<file path="config.mk">
export PLATFORM = sky130hd
export DESIGN_NAME = wb_write_queue
export DESIGN_NICKNAME = d
export VERILOG_FILES = /design/src/rtl/regfile_pkg.sv /design/src/rtl/wbq_fifo.sv /design/src/rtl/wb_write_queue.sv
export SDC_FILE = /design/constraint.sdc
export NUM_CORES = 1
export LEC_CHECK = 0
export BUFFER_PORTS_ARGS = -buffer_cell sky130_fd_sc_hd__buf_4
export CAP_MARGIN = 5
export CELL_PAD_IN_SITES_DETAIL_PLACEMENT = 1
export CELL_PAD_IN_SITES_GLOBAL_PLACEMENT = 1
export CORE_ASPECT_RATIO = 0.8
export CORE_MARGIN = 10
export CORE_UTILIZATION = 32
export DETAILED_ROUTE_END_ITERATION = 10
export MAX_ROUTING_LAYER = met4
export PLACE_DENSITY_LB_ADDON = 0.1
export SETUP_SLACK_MARGIN = 0.3
export SLEW_MARGIN = 5
export SYNTH_ARGS = -nofsm -noshare
export SYNTH_HDL_FRONTEND = slang
export SYNTH_SLANG_ARGS = --single-unit
</file>
<file path="constraint.sdc">
create_clock -name clk -period 1.8 [get_ports clk]
set_input_delay 0.36 -clock clk [delete_from_list [all_inputs] [get_ports clk]]
set_output_delay 0.36 -clock clk [all_outputs]
set_load 0.01 [all_outputs]
</file>
<file path="src/rtl/regfile_pkg.sv">
// -----------------------------------------------------------------------------
// regfile_pkg
// Shared definitions for the architectural register file and its write-back
// path: data width, register count, address width, the packed queue entry
// type {addr, data} and a one-hot address decoder.
// No ports (package).
// -----------------------------------------------------------------------------
package regfile_pkg;

    localparam int RF_DW    = 16;
    localparam int RF_NREGS = 8;
    localparam int RF_AW    = $clog2(RF_NREGS);

    typedef struct packed {
        logic [RF_AW-1:0] addr;
        logic [RF_DW-1:0] data;
    } wb_entry_t;

    function automatic logic [RF_NREGS-1:0] onehot_dec(input logic [RF_AW-1:0] a);
        logic [RF_NREGS-1:0] v;
        v    = '0;
        v[a] = 1'b1;
        return v;
    endfunction

endpackage

</file>
<file path="src/rtl/wbq_fifo.sv">
// -----------------------------------------------------------------------------
// wbq_fifo
// Storage and pointer logic of the write-back queue. DEPTH entries of
// wb_entry_t kept in FIFO order with wrapping read/write pointers of
// clog2(DEPTH) bits, a per-entry valid bit and an occupancy counter.
// Pointers, occupancy and valid bits clear asynchronously on rst; the data
// array is not reset (valid bits qualify it).
//
// Ports
//   clk, rst       clock, async active-high reset
//   push_i         write push_entry_i at the tail (ignored when full)
//   pop_i          drop the head entry (ignored when empty)
//   push_entry_i   entry to enqueue
//   head_o         entry at the read pointer
//   occupancy_o    number of valid entries, 0..DEPTH
//   full_o         occupancy_o == DEPTH
//   entries_o      raw storage, for forwarding lookup
//   valid_o        per-slot valid bits
//   rd_ptr_o       read pointer (oldest slot), for age ordering
// -----------------------------------------------------------------------------
module wbq_fifo
    import regfile_pkg::*;
#(
    parameter  int DEPTH = 2,
    localparam int PW    = $clog2(DEPTH),
    localparam int OW    = PW + 1
) (
    input  logic                    clk,
    input  logic                    rst,
    input  logic                    push_i,
    input  logic                    pop_i,
    input  wb_entry_t               push_entry_i,
    output wb_entry_t               head_o,
    output logic [OW-1:0]           occupancy_o,
    output logic                    full_o,
    output wb_entry_t [DEPTH-1:0]   entries_o,
    output logic [DEPTH-1:0]        valid_o,
    output logic [PW-1:0]           rd_ptr_o
);

    logic [PW-1:0]          rd_ptr_q, rd_ptr_d;
    logic [PW-1:0]          wr_ptr_q, wr_ptr_d;
    logic [OW-1:0]          occ_q, occ_d;
    logic [DEPTH-1:0]       valid_q, valid_d;
    wb_entry_t [DEPTH-1:0]  mem_q;

    logic                   push_ok;
    logic                   pop_ok;

    assign full_o  = (occ_q == OW'(DEPTH));
    assign push_ok = push_i && !full_o;
    assign pop_ok  = pop_i && (occ_q != '0);

    always_comb begin
        rd_ptr_d = rd_ptr_q;
        wr_ptr_d = wr_ptr_q;
        occ_d    = occ_q;
        valid_d  = valid_q;
        if (push_ok) begin
            valid_d[wr_ptr_q] = 1'b1;
            wr_ptr_d          = wr_ptr_q + 1'b1;
        end
        // A push never targets the head slot while the queue is non-empty,
        // so clearing the head valid bit cannot undo a same-edge push.
        if (pop_ok) begin
            valid_d[rd_ptr_q] = 1'b0;
            rd_ptr_d          = rd_ptr_q + 1'b1;
        end
        case ({push_ok, pop_ok})
            2'b10:   occ_d = occ_q + 1'b1;
            2'b01:   occ_d = occ_q - 1'b1;
            default: occ_d = occ_q;
        endcase
    end

    always_ff @(posedge clk or posedge rst) begin
        if (rst) begin
            rd_ptr_q <= '0;
            wr_ptr_q <= '0;
            occ_q    <= '0;
            valid_q  <= '0;
        end else begin
            rd_ptr_q <= rd_ptr_d;
            wr_ptr_q <= wr_ptr_d;
            occ_q    <= occ_d;
            valid_q  <= valid_d;
        end
    end

    always_ff @(posedge clk) begin
        if (push_ok) begin
            mem_q[wr_ptr_q] <= push_entry_i;
        end
    end

    assign head_o      = mem_q[rd_ptr_q];
    assign occupancy_o = occ_q;
    assign entries_o   = mem_q;
    assign valid_o     = valid_q;
    assign rd_ptr_o    = rd_ptr_q;

endmodule

</file>
<file path="src/rtl/wb_write_queue.sv">
// -----------------------------------------------------------------------------
// wb_write_queue
// Write-back queue in front of the architectural register array. Accepted
// requests are buffered in a small FIFO (wbq_fifo) and drained one per cycle
// whenever the register array is writable (wb_hold = 0). Writes to register 0
// are accepted and dropped. Optional operand forwarding looks up pending
// entries for two read addresses.
//
// Build option: define WB_QUEUE_FWD_EN to include the forwarding comparators;
// otherwise fwd_hit_* / fwd_data_* are tied to 0.
//
// DW and NREGS must stay equal to the regfile_pkg values, since the queue
// entry type comes from that package.
//
// Ports
//   clk, rst                 clock, async active-high reset
//   in_valid / in_ready      request handshake (accepted when both are 1)
//   in_addr, in_data         destination register and value
//   wb_hold                  register array not writable this cycle
//   reg_we                   one-hot register write enable
//   reg_din                  write data broadcast to all registers
//   occupancy                number of pending entries
//   rd_addr_a / rd_addr_b    operand addresses for forwarding
//   fwd_hit_a / fwd_hit_b    a pending entry targets that address
//   fwd_data_a / fwd_data_b  value of the youngest such entry
// -----------------------------------------------------------------------------
module wb_write_queue
    import regfile_pkg::*;
#(
    parameter  int DW    = RF_DW,
    parameter  int NREGS = RF_NREGS,
    parameter  int DEPTH = 2,
    localparam int AW    = RF_AW,
    localparam int PW    = $clog2(DEPTH),
    localparam int OW    = PW + 1
) (
    input  logic                clk,
    input  logic                rst,
    input  logic                in_valid,
    output logic                in_ready,
    input  logic [AW-1:0]       in_addr,
    input  logic [DW-1:0]       in_data,
    input  logic                wb_hold,
    output logic [NREGS-1:0]    reg_we,
    output logic [DW-1:0]       reg_din,
    output logic [OW-1:0]       occupancy,
    input  logic [AW-1:0]       rd_addr_a,
    input  logic [AW-1:0]       rd_addr_b,
    output logic                fwd_hit_a,
    output logic                fwd_hit_b,
    output logic [DW-1:0]       fwd_data_a,
    output logic [DW-1:0]       fwd_data_b
);

    wb_entry_t              entry_in;
    wb_entry_t              head;
    wb_entry_t [DEPTH-1:0]  fifo_entries;
    logic [DEPTH-1:0]       fifo_valid;
    logic [PW-1:0]          fifo_rd_ptr;
    logic                   fifo_full;
    logic                   push;
    logic                   pop;
    logic                   not_empty;

    assign in_ready  = !fifo_full;
    assign not_empty = (occupancy != '0);

    // Register 0 is hard-wired: the request completes at acceptance.
    assign push     = in_valid && in_ready && (in_addr != '0);
    assign pop      = not_empty && !wb_hold;
    assign entry_in = '{addr: in_addr, data: in_data};

    wbq_fifo #(
        .DEPTH (DEPTH)
    ) u_fifo (
        .clk          (clk),
        .rst          (rst),
        .push_i       (push),
        .pop_i        (pop),
        .push_entry_i (entry_in),
        .head_o       (head),
        .occupancy_o  (occupancy),
        .full_o       (fifo_full),
        .entries_o    (fifo_entries),
        .valid_o      (fifo_valid),
        .rd_ptr_o     (fifo_rd_ptr)
    );

    assign reg_we  = pop ? onehot_dec(head.addr) : '0;
    assign reg_din = not_empty ? head.data : '0;

`ifdef WB_QUEUE_FWD_EN
    logic [PW-1:0] slot;

    // Walk slots oldest to youngest starting at the read pointer; the last
    // match wins, giving the youngest entry. The head is included even on
    // the cycle it drains.
    always_comb begin
        fwd_hit_a  = 1'b0;
        fwd_hit_b  = 1'b0;
        fwd_data_a = '0;
        fwd_data_b = '0;
        slot       = '0;
        for (int k = 0; k < DEPTH; k++) begin
            slot = fifo_rd_ptr + PW'(k);
            if (fifo_valid[slot] && (rd_addr_a != '0) &&
                (fifo_entries[slot].addr == rd_addr_a)) begin
                fwd_hit_a  = 1'b1;
                fwd_data_a = fifo_entries[slot].data;
            end
            if (fifo_valid[slot] && (rd_addr_b != '0) &&
                (fifo_entries[slot].addr == rd_addr_b)) begin
                fwd_hit_b  = 1'b1;
                fwd_data_b = fifo_entries[slot].data;
            end
        end
    end
`else
    logic unused_fwd;

    assign fwd_hit_a  = 1'b0;
    assign fwd_hit_b  = 1'b0;
    assign fwd_data_a = '0;
    assign fwd_data_b = '0;
    assign unused_fwd = ^{rd_addr_a, rd_addr_b, fifo_entries, fifo_valid, fifo_rd_ptr};
`endif

endmodule

</file>
Word-level counts from Yosys, hierarchy flattened
Cells that the tools add are included.
{ "totals": {"out_inout_bits": 61, "ff_bits": 42} }
{ "classes": {"reduce_logical": 12, "mux": 10, "n_addsub": 4, "n_lt_le_gt_ge": 5, "n_eq_ne": 3} }
{ "op_table": {"columns": ["cell", "count"], "rows": [
  ["19-bit two-way mux", 3],
  ["38-bit bitwise mux", 1],
  ["19-bit demux with 1-bit select", 1],
  ["16-bit two-way mux", 1],
  ["8-bit two-way mux", 1],
  ["1-bit logical AND", 7],
  ["2-bit equality test (second input constant)", 2],
  ["1-bit by 2-bit less-than comparator with 1-bit output (second input constant)", 2],
  ["3-bit by 4-bit less-than comparator with 1-bit output (second input constant)", 1],
  ["2-bit one-hot mux with 2 select lines", 1],
  ["2-bit nonzero test", 2],
  ["1-bit demux with 3-bit select", 1],
  ["3-bit by 1-bit >= comparator with 1-bit output (second input constant)", 1],
  ["3-bit nonzero test", 1],
  ["1-bit adder (second input constant)", 2],
  ["2-bit by 1-bit adder with 2-bit output (second input constant)", 1],
  ["2-bit by 1-bit equality test with 1-bit output (second input constant)", 1],
  ["1-bit zero test", 2],
  ["2-bit by 1-bit subtractor with 2-bit output (second input constant)", 1],
  ["1-bit >= comparator (second input constant)", 1],
  ["1-bit two-way mux", 1]
]} }

Depth between registers and ports, before layout
{ "depth": {"depth_word": 7, "mapped_depth": 6, "mapped_depth_nobuf": 6} }

Hierarchy
From an unflattened synthesis, not the netlist that was laid out.
{ "unflattened": {"hier_cells": 152, "area_unflattened_um2": 2129.5} }
{ "by_module_without_submodules": {"columns": ["mod", "n_inst", "seq_area_each_um2", "cells_each", "area_per_inst_um2"], "rows": [
  ["wbq_fifo", 1, 1291.2, 82, 1652.8],
  ["wb_write_queue", 1, 0.0, 70, 476.7]
]} }

Worst setup path before layout
No wires, ideal clock.
{ "synth_path": {"kind": "reg2reg", "from": "register u_fifo.occ_q[0], in the netlist u_fifo.occupancy_o[0]", "to": "register u_fifo.mem_q, in the netlist u_fifo.entries_o[19], enable pin", "slack_ps": -244, "path_buffers": 0, "path_stages_with_launch": 4, "synth_period_minus_slack_ps": 2044, "arrival_ps": 1649, "required_ps": 1405, "setup_time_ps": 395, "path_cell_list": "dfrtp_1 nand2b_2 o311ai_4 nor2_1"} }
{ "synth_via": {"elab_chain_len": 5} }
{ "synth_rtl": {"columns": ["element", "line_no", "rtl"], "rows": [
  ["start, declared", "wbq_fifo.sv:43", "logic [OW-1:0] occ_q, occ_d;"],
  ["start signal, assigned", "wbq_fifo.sv:80", "occ_q <= '0;"],
  ["start signal, assigned", "wbq_fifo.sv:85", "occ_q <= occ_d;"],
  ["2-bit equality test (*)", "wbq_fifo.sv:50", "assign full_o = (occ_q == OW'(DEPTH));"],
  ["1-bit zero test (*)", "wb_write_queue.sv:65", "assign in_ready = !fifo_full;"],
  ["via in_ready", "wb_write_queue.sv:40", "output logic in_ready,"],
  ["1-bit logical AND (2 in a row)", "wb_write_queue.sv:69", "assign push = in_valid && in_ready && (in_addr != '0);"],
  ["1-bit logical AND (*)", "wbq_fifo.sv:51", "assign push_ok = push_i && !full_o;"],
  ["end signal, assigned by index", "wbq_fifo.sv:92", "mem_q[wr_ptr_q] <= push_entry_i;"],
  ["end, declared", "wbq_fifo.sv:45", "wb_entry_t [DEPTH-1:0] mem_q;"]
]} }
The timed path passes the listed nets; every way through them passes the cells marked *.
A chain may end at the register's enable or synchronous reset.

Final worst setup path
{ "layout_path": {"from": "register u_fifo.rd_ptr_q, in the netlist u_fifo.rd_ptr_o", "to": "output reg_we[0]"} }
{ "layout_via": {"elab_chain_len": 7, "word_cells_on_any_way": 8, "cone_classes": "order compare (2); mux (5); reduce/logical (1)"} }
{ "layout_rtl": {"columns": ["element", "line_no", "rtl"], "rows": [
  ["start, declared", "wbq_fifo.sv:41", "logic [PW-1:0] rd_ptr_q, rd_ptr_d;"],
  ["start signal, assigned", "wbq_fifo.sv:83", "rd_ptr_q <= rd_ptr_d;"],
  ["19-bit two-way mux (not written as such) (*) (2 in a row)", "wbq_fifo.sv:96", "assign head_o = mem_q[rd_ptr_q];"],
  ["3-bit by 4-bit less-than comparator with 1-bit output (not written as such) / 3-bit by 1-bit >= comparator with 1-bit output (equally long branches)", "regfile_pkg.sv:22", "v[a] = 1'b1;"],
  ["1-bit logical AND (not written as such)", "regfile_pkg.sv:22", null],
  ["1-bit two-way mux (not written as such)", "regfile_pkg.sv:22", null],
  ["1-bit demux with 3-bit select (*)", "regfile_pkg.sv:22", null],
  ["8-bit two-way mux (*)", "wb_write_queue.sv:89", "assign reg_we = pop ? onehot_dec(head.addr) : '0;"],
  ["end, declared", "wb_write_queue.sv:44", "output logic [NREGS-1:0] reg_we,"]
]} }
Every way passes the cells marked *; elsewhere a longest branch is shown, timed or not. The select of a mux whose other input is x is not followed.

==> results.py <==
metrics = {
    "sta": {
        "hold_ws_ps": 251,
        "min_period_over_period_pct": 97.6,
        "fin_ws_ps": 43.5,
        "post-route-min-period_ps": 1760,
        "setup_violations": 0,
        "rsz0062_at_grt": "yes",
        "fmax_mhz": 569,
        "hold_viol_final": 0,
        "slew_viol_final": 0,
        "fin_skew_ps": 5.75,
        "tns_ps": 0,
    },
    "route": {
        "drc": 0,
        "drtAntennaViolNets": 0,
        "first_iter_violations": 24,
        "wire_per_inst_um": 16.0,
        "drtPass1Iterations": 3,
        "vias": 1219,
        "avgViaCountPerCell": 4.16,
        "routed_wl_um": 4700,
    },
    "floorplanning": {
        "start_util_pct": 33.3,
        "die-area_um2": 9760,
        "ios": 90,
        "die_h_um": 90.4,
        "die_w_um": 108,
        "core_region_area_um2": 5940,
        "fp-row-count": 25,
    },
    "synthesis": {
        "synth_warnings": 0,
        "synthCells": 149,
        "seq_area_frac_synth_pct": 62.7,
        "synthFlopType": "edfxtp_1",
        "synth_area_um2": 1980,
        "synth.distinct_cells": 20,
        "synth_enable_flop_cells": 38,
        "yosys_register_bits": 42,
        "avgSynthCellArea_um2": 13.3,
        "async_flop_share_pct": 9.52,
    },
    "min_path": {
        "min_from": "in_data[10]",
        "hold_path.class": "input pin to flip-flop",
        "min_to": "u_fifo.entries_o[10]$_DFFE_PP_",
        "min_path_cells": 1,
    },
    "cells_and_area": {
        "post-route-util_pct": 43.3,
        "final_cell_mix": "buf_4 (56), edfxtp_1 (38), conb_1 (34)",
        "diodes": 0,
        "drive_gt1_share_pct": 38.2,
        "fin_cells": 293,
        "design_area_um2": 2580,
        "syn_to_final_growth_pct": 30.1,
        "nets": 241,
        "layout_commonest_cell": "buf_4",
    },
    "place": {
        "numPortBuffers": 49,
        "place_inst": 277,
        "pre_cts_ws_ps": 94.1,
        "dpl.hpwl_um": 3530,
        "gp_congestion": 0.700,
        "placed_cell_area_um2": 2330,
    },
    "critical_path": {
        "cp_data_arrival_time_ps": 1400,
        "cp.required_ps": 1440,
        "r2r-start": "u_fifo.occupancy_o[1]$_DFFE_PP0P_",
        "end_kind": "primary output",
        "cp-start-kind": "flip-flop",
        "rr_worst_depth": 5,
        "worstPathMaxFanout": 7,
        "r2r-end": "u_fifo.entries_o[24]$_DFFE_PP_",
        "rrSetupSlack_ps": 310,
        "critical_path_class": "flip-flop to primary output",
    },
    "power": {
        "p_sw_mw": 1.37,
        "power_density_nw_per_um2": 1540,
        "pwr-share-clk_pct": 18.2,
        "leakage_nw": 1.11,
        "combinationalPowerShare_pct": 44.8,
        "power_mw": 3.97,
        "power_frac_seq_pct": 37.0,
        "p_int_mw": 2.60,
        "netSwitchingFraction_pct": 34.6,
        "peakVddDrop_uv": 738,
    },
    "clock_tree": {
        "cts_sinks": 42,
        "htreeDepth": 2,
        "insertion_delay_ps": 290,
        "clk_root_buffer_cell": "clkbuf_8",
        "cts_buffers": 5,
        "cts_tree": "done",
        "ctsLongestPathBuffers": 2,
        "path_clk_slew_ps": 80,
    },
    "outcome": {
        "status": "finished, final reports clean",
    },
    "global_route": {
        "grt-ovfl-total": 0,
        "grt_pass1_wl_um": 7090,
        "grt_max_degree": 20,
        "grt_pass1_vias": 1378,
        "groute.usage.overall_pct": 9.39,
        "antenna_found_initial": 0,
    },
    "flow_run": {
        "drv_cap": 0,
    },
}
-- worst max-delay path: stages (launching register included) --
cell and delay (ps):
dfrtp_2 470, nor2_1 250, a22oi_2 140, nor2_1 110, buf_4 130
-- flip-flops by register name, summed over array words and instances, names as in the netlist --
register	flops
u_fifo.entries_o	38
u_fifo.occupancy_o	2
u_fifo.wr_ptr_q	1
u_fifo.rd_ptr_o	1
-- per-layer routing --
layer | share of wire [%] | global-route usage, % | routed length, um
met2 | 51 | 16.7 | 2400
met3 | 9.0 | 4.14 | 423
met5 | 0 | - | 0
met1 | 39 | 8.93 | 1820
met4 | 1.3 | 2.67 | 59
-- cell families after synthesis --
kind of cell               count (synthesis)  synth area share [%]
xor gates and xnor gates                   5                  2.21
adders and majority gates                  1                 0.632
buffers and inverters                     42                  15.0
and+or+nand+nor                           35                  7.14
AOI/OAI and AO/OA                          6                  3.54
muxes                                     17                  8.59
DFF                                       42                  62.7
other                                      1                 0.189
-- what timing repair did --
action	CTS	global route
gates resized for setup	6	6
endpoints found under the hold margin	4	0
hold buffers	1	0
setup endpoints to repair	63	25
pin swaps	3	3
setup buffers	4	3
-- synth_stat cells, types with 2 or more instances --
master / n / area (um^2)
buf_4: 37 / 278
dfrtp_1: 4 / 100
a32oi_1: 2 / 17.5
xnor2_1: 3 / 26.3
xor2_1: 2 / 17.5
inv_1: 4 / 15.0
mux2i_1: 17 / 170
nand2_1: 2 / 7.51
nor2_1: 30 / 113
edfxtp_1: 38 / 1140
-- worst max-delay path by stage --
stage / slack (ps) / cells past startpoint / from / end
floorplan: 320 / 3 / u_fifo.occupancy_o[0]$_DFFE_PP0P_ / u_fifo.entries_o[19]$_DFFE_PP_
global placement: 160 / 5 / in_addr[2] / u_fifo.occupancy_o[1]$_DFFE_PP0P_
detailed placement: 90 / 5 / in_addr[2] / u_fifo.occupancy_o[1]$_DFFE_PP0P_
CTS: 30 / 4 / u_fifo.rd_ptr_o$_DFFE_PP0P_ / reg_din[11]
global route: -40 / 4 / u_fifo.rd_ptr_o$_DFFE_PP0P_ / reg_din[2]
finish: 40 / 4 / u_fifo.rd_ptr_o$_DFFE_PP0P_ / reg_we[0]
-- final cells by class --
type                            instances  area (um^2)
Clock buffer                            5         68.8
Clock inverter                          3         40.0
Fill cell                             643         3370
Inverter                                4         15.0
Multi-Input combinational cell         98          629
Sequential cell                        42         1240
Tap cell                               81          101
Timing Repair Buffer                   60          477
-- power by group through the flow --
stage | sequential [mW] | clock, mW | combinational [mW]
2_1_floorplan | 1.44 | 0 | 0.982
5_1_grt | 1.49 | 0.784 | 1.96
3_3_place_gp | 1.47 | 0 | 1.55
4_1_cts | 1.47 | 0.750 | 1.70
3_5_place_dp | 1.49 | 0 | 1.59
6_report | 1.47 | 0.722 | 1.78
(Power assumes the default switching activity.)
